`config.mk`:
```
export PLATFORM = sky130hd
export DESIGN_NAME = imm_decode_stage
export DESIGN_NICKNAME = d
export VERILOG_FILES = /design/src/rtl/imm_pkg.sv /design/src/rtl/imm_extract.sv /design/src/rtl/imm_decode_stage.sv
export SDC_FILE = /design/constraint.sdc
export NUM_CORES = 1
export LEC_CHECK = 0
export ABC_CLOCK_PERIOD_IN_PS = 3600
export CORE_UTILIZATION = 40
export DETAILED_ROUTE_END_ITERATION = 6
export PLACE_DENSITY = 0.7
export SLEW_MARGIN = 20
export SYNTH_ARGS = -nofsm -noshare
export SYNTH_HDL_FRONTEND = slang
export SYNTH_SLANG_ARGS = --single-unit
```
`constraint.sdc`:
```
create_clock -name clk -period 3.6 [get_ports clk]
set_input_delay 0.36 -clock clk [delete_from_list [all_inputs] [get_ports clk]]
set_output_delay 0.36 -clock clk [all_outputs]
set_load 0.05 [all_outputs]
```
`src/rtl/imm_pkg.sv`:
```
// Shared opcode constants and immediate-format codes for the immediate decode stage.
package imm_pkg;

   localparam logic [6:0] OP_IMM    = 7'b0010011;
   localparam logic [6:0] OP_LOAD   = 7'b0000011;
   localparam logic [6:0] OP_JALR   = 7'b1100111;
   localparam logic [6:0] OP_STORE  = 7'b0100011;
   localparam logic [6:0] OP_BRANCH = 7'b1100011;
   localparam logic [6:0] OP_LUI    = 7'b0110111;
   localparam logic [6:0] OP_AUIPC  = 7'b0010111;
   localparam logic [6:0] OP_JAL    = 7'b1101111;
   localparam logic [6:0] OP_SYSTEM = 7'b1110011;
   localparam logic [6:0] OP_REG    = 7'b0110011;
   localparam logic [6:0] OP_FENCE  = 7'b0001111;

   typedef enum logic [2:0] {
      FMT_NONE = 3'd0,
      FMT_I    = 3'd1,
      FMT_S    = 3'd2,
      FMT_B    = 3'd3,
      FMT_U    = 3'd4,
      FMT_J    = 3'd5,
      FMT_Z    = 3'd6
   } imm_fmt_e;

endpackage

```
`src/rtl/imm_extract.sv`:
```
// Combinational RISC-V immediate decode: picks the format from the opcode and
// extends the assembled immediate to WIDTH bits.
module imm_extract
   import imm_pkg::*;
#(
   parameter int WIDTH = 32
) (
   input  logic [31:0]      instr,
   output logic [WIDTH-1:0] imm,
   output logic [2:0]       fmt,
   output logic             illegal
);

   logic [6:0] opcode;
   logic [31:0] raw;
   imm_fmt_e    fmt_e;

   assign opcode = instr[6:0];

   // NOTE: every output of a combinational block gets a default first, so no path leaves it unassigned and no latch is inferred.
   always_comb begin
      raw   = '0;
      fmt_e = FMT_NONE;
      case (opcode)
         OP_IMM, OP_LOAD, OP_JALR: begin
            raw   = {{20{instr[31]}}, instr[31:20]};
            fmt_e = FMT_I;
         end
         OP_STORE: begin
            raw   = {{20{instr[31]}}, instr[31:25], instr[11:7]};
            fmt_e = FMT_S;
         end
         OP_BRANCH: begin
            raw   = {{20{instr[31]}}, instr[7], instr[30:25], instr[11:8], 1'b0};
            fmt_e = FMT_B;
         end
         OP_LUI, OP_AUIPC: begin
            raw   = {instr[31:12], 12'b0};
            fmt_e = FMT_U;
         end
         OP_JAL: begin
            raw   = {{12{instr[31]}}, instr[19:12], instr[20], instr[30:21], 1'b0};
            fmt_e = FMT_J;
         end
         OP_SYSTEM: begin
            // Only the CSR-immediate forms carry an immediate (zimm, unsigned).
            if (instr[14]) begin
               raw   = {27'b0, instr[19:15]};
               fmt_e = FMT_Z;
            end
         end
         default: begin
            raw   = '0;
            fmt_e = FMT_NONE;
         end
      endcase
   end

   // raw is already sign-correct at 32 bits; zimm has bit 31 clear, so one signed widening covers all formats.
   assign imm = WIDTH'($signed(raw));
   assign fmt = fmt_e;

   // R-type and every unknown opcode decode as NONE; SYSTEM and FENCE are legal without an immediate.
   assign illegal = (fmt_e == FMT_NONE) && (opcode != OP_SYSTEM) && (opcode != OP_FENCE);

endmodule

```
`src/rtl/imm_decode_stage.sv`:
```
// Registered immediate-generation stage with a 2-entry skid buffer and flush.
// Define IMM_ILLEGAL_FLAG_EN to register the unrecognised-opcode flag per result.
module imm_decode_stage
   import imm_pkg::*;
#(
   parameter int WIDTH = 32,
   parameter int TAG_W = 32
) (
   input  logic             clk,
   input  logic             rst,
   input  logic             flush,
   input  logic             in_valid,
   output logic             in_ready,
   input  logic [31:0]      in_instr,
   input  logic [TAG_W-1:0] in_tag,
   output logic             out_valid,
   input  logic             out_ready,
   output logic [WIDTH-1:0] out_imm,
   output logic [2:0]       out_fmt,
   output logic [TAG_W-1:0] out_tag,
   output logic             out_illegal
);

   typedef struct packed {
      logic [WIDTH-1:0] imm;
      logic [2:0]       fmt;
      logic [TAG_W-1:0] tag;
   } entry_t;

   entry_t           dec;
   entry_t           main_q;
   entry_t           skid_q;
   logic [WIDTH-1:0] dec_imm;
   logic [2:0]       dec_fmt;
   logic             dec_illegal;
   logic             main_valid;
   logic             skid_valid;
   logic             accept;
   logic             load_main;
   logic             main_from_skid;
   logic             main_from_in;
   logic             skid_load;

   imm_extract #(.WIDTH(WIDTH)) u_extract (
      .instr   (in_instr),
      .imm     (dec_imm),
      .fmt     (dec_fmt),
      .illegal (dec_illegal)
   );

   assign dec = {dec_imm, dec_fmt, in_tag};

   // in_ready depends only on a flop, so out_ready never reaches it combinationally.
   assign in_ready = ~skid_valid;

   always_comb begin
      accept         = in_valid & in_ready;
      load_main      = ~main_valid | out_ready;
      main_from_skid = load_main & skid_valid;
      main_from_in   = load_main & ~skid_valid & accept;
      skid_load      = ~load_main & accept;
   end

   // NOTE: sequential state uses non-blocking assignments so every flop samples pre-edge values.
   // NOTE: payload registers are reset as well because out_imm/out_tag must read 0 after reset.
   always_ff @(posedge clk) begin
      if (rst) begin
         main_valid <= 1'b0;
         skid_valid <= 1'b0;
         main_q     <= '0;
         skid_q     <= '0;
      end else if (flush) begin
         main_valid <= 1'b0;
         skid_valid <= 1'b0;
      end else begin
         if (load_main) main_valid <= skid_valid | accept;
         if (main_from_skid)    main_q <= skid_q;
         else if (main_from_in) main_q <= dec;
         if (skid_load) begin
            skid_valid <= 1'b1;
            skid_q     <= dec;
         end else if (main_from_skid) begin
            skid_valid <= 1'b0;
         end
      end
   end

   assign out_valid = main_valid;
   assign out_imm   = main_q.imm;
   assign out_fmt   = main_q.fmt;
   assign out_tag   = main_q.tag;

`ifdef IMM_ILLEGAL_FLAG_EN
   logic main_ill;
   logic skid_ill;

   always_ff @(posedge clk) begin
      if (rst) begin
         main_ill <= 1'b0;
         skid_ill <= 1'b0;
      end else if (!flush) begin
         if (main_from_skid)    main_ill <= skid_ill;
         else if (main_from_in) main_ill <= dec_illegal;
         if (skid_load)         skid_ill <= dec_illegal;
      end
   end

   assign out_illegal = main_ill;
`else
   logic unused_illegal;
   assign unused_illegal = dec_illegal;
   assign out_illegal    = 1'b0;
`endif

endmodule

```
Word-level counts from Yosys, hierarchy flattened
Cells that the tools add are included.
{ "op_classes": {"n_eq_ne": 9, "muxes": 8, "bitwise": 11, "reduce_logical": 7} }
{ "ops": {"columns": ["cell", "n"], "rows": [
  ["case mux 32 bit (6 select lines)", 1],
  ["2-to-1 mux 67 bit", 2],
  ["equality test 7 bit, second input constant", 4],
  ["case mux 3 bit (6 select lines)", 1],
  ["equality test 7 x 5 -> 1 bit, second input constant", 2],
  ["equality test 7 x 6 -> 1 bit, second input constant", 2],
  ["equality test 7 x 2 -> 1 bit, second input constant", 1],
  ["bitwise AND 1 bit", 5],
  ["2-to-1 mux 5 bit", 1],
  ["NOT 1 bit", 4],
  ["AND reduction 2 bit", 2],
  ["nonzero test 2 bit", 2],
  ["OR reduction 2 bit", 2],
  ["2-to-1 mux 3 bit", 1],
  ["OR reduction 3 bit", 1],
  ["2-to-1 mux 1 bit", 2],
  ["bitwise OR 1 bit", 2]
]} }
{ "word_totals": {"reg_bits": 136, "in_bits": 69, "out_inout_bits": 70, "word_cells": 43} }

Logic depth before layout (Yosys ltp)
{ "logic_depth": {"ltp_word": 6, "ltp_mapped": 7, "mapped_depth_nobuf": 4} }

Modules after synthesis
From an unflattened synthesis, not the netlist that was laid out.
{ "unflattened": {"hier_cells": 771, "area_unflattened_um2": 7185.6} }
{ "modules_own_cells": {"columns": ["mod", "instances", "cells_each", "area_each_um2", "seq_area_each_um2"], "rows": [
  ["imm_decode_stage", 1, 683, 6542.5, 2722.6],
  ["imm_extract", 1, 88, 643.1, 0.0]
]} }

Worst setup path after synthesis
Ideal clock, no wire load.
{ "synth_timing": {"kind": "register -> register", "from": "register main_valid (netlist: out_valid)", "to": "register main_q, in the netlist out_imm[31]", "setup_time_ns": 0.079, "t_arrival_ns": 1.849, "t_required_ns": 3.521, "path_slack_ns": 1.671, "path_stages_with_launch": 8, "path_buffers": 3, "period_less_slack_ns": 1.929, "path_cell_list": "dfxtp_1 > nor2b_1 > clkbuf_1 > or3_1 > clkbuf_1 > buf_2 > a21oi_1 > a211oi_2"} }
{ "synth_via": {"elab_chain_cells": 6, "word_cells_on_any_way": 8, "cone_classes": "mux: 1; bitwise: 5; reduce/logical: 2"} }
{ "synth_lines": {"columns": ["element", "line", "text"], "rows": [
  ["start: declaration", "imm_decode_stage.sv:36", "logic main_valid;"],
  ["start signal: assignment", "imm_decode_stage.sv:76", "if (load_main) main_valid <= skid_valid | accept;"],
  ["NOT 1 bit *", "imm_decode_stage.sv:58", "load_main = ~main_valid | out_ready;"],
  ["bitwise OR 1 bit *", "imm_decode_stage.sv:58", null],
  ["bitwise AND 1 bit (2 in a row)", "imm_decode_stage.sv:60", "main_from_in = load_main & ~skid_valid & accept;"],
  ["nonzero test 2 bit (no line)", null, null],
  ["AND reduction 2 bit (no line)", null, null],
  ["end signal: assignment", "imm_decode_stage.sv:77", "if (main_from_skid) main_q <= skid_q;"],
  ["end: declaration", "imm_decode_stage.sv:31", "entry_t main_q;"]
]} }
Mark *: on every way between the ends. The rest lies on a longest branch, timed or not.
A chain may end at the register's enable or synchronous reset.

Worst setup path after layout
{ "layout_timing": {"from": "register skid_valid", "to": "output in_ready"} }
{ "layout_via": {"elab_chain_cells": 1} }
{ "layout_lines": {"columns": ["element", "line", "text"], "rows": [
  ["start: declaration", "imm_decode_stage.sv:37", "logic skid_valid;"],
  ["start signal: assignment", "imm_decode_stage.sv:69", "skid_valid <= 1'b0;"],
  ["start signal: assignment", "imm_decode_stage.sv:74", "skid_valid <= 1'b0;"],
  ["start signal: assignment", "imm_decode_stage.sv:80", "skid_valid <= 1'b1;"],
  ["NOT 1 bit", "imm_decode_stage.sv:54", "assign in_ready = ~skid_valid;"],
  ["end: declaration", "imm_decode_stage.sv:13", "output logic in_ready,"]
]} }
Every way passes these cells.

==> metrics.md <==
| Metric | Value |
|---|---|
| Die area | `15400 µm²` |
| Avg WL per Cell | `17.6 µm` |
| Max-slew headroom | `32.2%` |
| Initial DRC Count | `700` |
| Flops & latches, synth | `136` |
| CORE AREA | `14500 µm²` |
| Crit path launch type | `register` |
| R2R setup slack | `1.00 ns` |
| Worst setup path endpoint | `in_ready` |
| Top_reg_cell synth | `dfxtp_1` |
| CP top delay family | `buffers and inverters` |
| Fillers | `1355` |
| Power per Cell Area | `472 nW/µm²` |
| Root Buffer Master | `clkbuf_16` |
| Net count, final | `883` |
| Layout cells sized above 1 | `8.25%` |
| Crit path time final | `2.72 ns` |
| Total track usage | `23.0%` |
| Detail Route Antenna Nets | `0` |
| Slew @ Worst Pin | `1.02 ns` |
| Die W | `124 µm` |
| N_diodes | `0` |
| Cts bufs inserted | `17` |
| Post-Synthesis Cells | `714` |
| Post-Syn Area per Cell | `8.37 µm²` |
| Total Negative Setup Slacks | `0 ns` |
| Placer Congestion | `0.853` |
| Number of buffers added for setup after CTS | `0` |
| CP startpoint | `skid_valid` |
| Vias in the first global route | `5830` |
| Mapped Area | `5970 µm²` |
| Ys async rst share | `0%` |
| Vias per std cell | `5.91` |
| CTS resizes | `0` |
| Crit Path Max Fanout | `30` |
| DP HPWL | `11800 µm` |
| Max stage delay on crit path | `0.81 ns` |
| CTS Sinks | `136` |
| Top Ports | `139` |
| Max VDD drop | `0.000322 V` |
| Synth Net Count | `783` |
| Total wire length | `17700 µm` |
| CTS clk-pin slew, worst paths | `0.06 ns` |
| Global-route wire length before repair | `29000 µm` |
| Area growth syn-to-layout | `34.6%` |
| Max Fclk | `367 MHz` |
| Setup repair after global routing missed its margin | `no` |
| Hold Slack | `0.424 ns` |
| Final Hold Fails | `0` |
| Crit path depth | `2` |
| Die Span Y | `124 µm` |
| Status | `finished, final reports clean` |
| Starting Density | `41.1%` |
| CTS tree | `yes` |
| Initial antenna violation count | `1` |
| Number of distinct library cells after synthesis | `56` |
| IO buf count | `137` |
| Pins Over Slew Limit | `0` |
| P_leak | `2.61 nW` |
| H-tree depth | `4` |
| Commonest cells after routing, fill and taps aside | `136 x clkdlybuf4s50_1, 136 x dfxtp_1, 135 x nand2_1` |
| Crit path kind | `reg2out` |
| Req. time, crit path | `3.24 ns` |
| Worst hold path class | `in2reg` |
| DR vias | `5958` |
| Critical-path cell list | `inv_2, clkdlybuf4s50_1` |
| Slowest cell on the critical path | `clkdlybuf4s50_1` |
| Std cell rows | `44` |
| Residual DRC | `0` |
| MaxCap Viol Count | `0` |
| Clk_lat worst skew | `0.41 ns` |
| Crit path DAT | `2.36 ns` |
| Nature of the critical path endpoint | `primary output` |
| Total of warnings raised by yosys | `0` |
| Drt pass-1 iters | `5` |
| WP buf/inv | `2` |
| Hold buffers post-CTS | `0` |
| Final setup viols | `0` |
| CTS max path bufs | `2` |
| Tcrit/Tclk final | `75.7%` |
| Largest net degree at the start of global routing | `68` |
| Gr ovfl total | `0` |
| Number of flops mapped to enable cells by yosys | `0` |
| Reg-to-reg endpoint | `out_imm[11]` |
| Sequential area share after synthesis | `45.6%` |
| Final Skew | `0.0103 ns` |
| FF-to-FF Start | `skid_valid` |
| Worst Reg-to-Reg Cells | `3` |
layout make-up:
type                            instances  area [µm²]  area share, %
Clock buffer                           17         425           5.29
Clock inverter                         12         204           2.54
Inverter                               13        48.8          0.607
Multi-Input combinational cell        494        2930           36.4
Sequential cell                       136        2720           33.9
Tap cell                              184         230           2.86
Timing Repair Buffer                  152        1480           18.4
sequential cells by signal, summed over array words and instances (netlist names):
register,flops
skid_q,67
out_imm,32
out_tag,32
out_fmt,3
out_valid,1
skid_valid,1
cell usage after synthesis, drive strengths merged (2+ instances only):
cell	number	area [µm²]
nor2	30	113
a31oi	2	12.5
a2111oi	8	70.1
nand2b	7	43.8
or3b	2	17.5
a22oi	11	82.6
o22ai	7	50.1
a221oi	19	166
o21ai	39	195
o31ai	2	20.0
nor2b	5	31.3
or2	2	12.5
and4	6	52.6
nand2	135	507
inv	12	45.0
or3	3	18.8
o41ai	5	73.8
a211oi	30	230
a21oi	87	435
nand3	10	55.1
a22o	6	52.6
nor3	12	91.3
a211o	3	26.3
o221ai	33	289
clkbuf	55	206
o211ai	9	67.6
buf	16	82.6
nor4	3	33.8
nand4	5	31.3
nand3b	2	27.5
dfxtp	136	2720
how the worst min path moves through the flow:
stage	slack, ns	end	cells after the start	start
2_1_floorplan	0.44	skid_q[0]	2	skid_q[0]
3_3_place_gp	0.44	skid_q[4]	2	skid_q[4]
3_5_place_dp	0.44	out_tag[9]	2	out_tag[9]
4_1_cts	0.40	skid_q[9]	2	rst
5_1_grt	0.42	out_tag[9]	2	rst
6_report	0.42	out_tag[9]	2	rst
metrics by stage:
stage | area, µm² | util [%] | power (mW) | setup slack, ns | cells
after global routing | 8040 | 55.3 | 3.92 | 0.771 | 1008
after detailed placement | 7410 | 51.0 | 1.96 | 0.763 | 979
after floorplan | 5970 | - | 1.79 | 1.67 | 714
after CTS | 8040 | 55.3 | 3.81 | 0.934 | 1008
after global placement | 7410 | 51.0 | 1.95 | 0.910 | 979
final | 8040 | 55.3 | 3.79 | 0.875 | 1008
metal layers:
metal | track usage (%) | vias to the layer above | wire length (µm)
li1 | - | 2826 | -
met1 | 29.9 | 2872 | 7900
met2 | 37.0 | 231 | 8400
met3 | 5.73 | 29 | 1060
met4 | 8.15 | 0 | 354
met5 | 0 | - | 0
cell families after synthesis:
| family | synth area share [%] |
|---|---|
| other cells | 0.0628 |
| buf+inv | 5.65 |
| flops | 45.6 |
| simple gates | 18.1 |
| compound gates | 30.4 |
| mux | 0.188 |
power by group:
group	total [mW]	switching, mW	leakage, nW	internal, mW
clock	1.86	0.646	0.297	1.22
combinational	0.383	0.237	1.21	0.147
sequential	1.55	0.0149	1.10	1.53
total	3.79	0.897	2.61	2.90
Note: power is estimated with default switching activity, not from simulation.
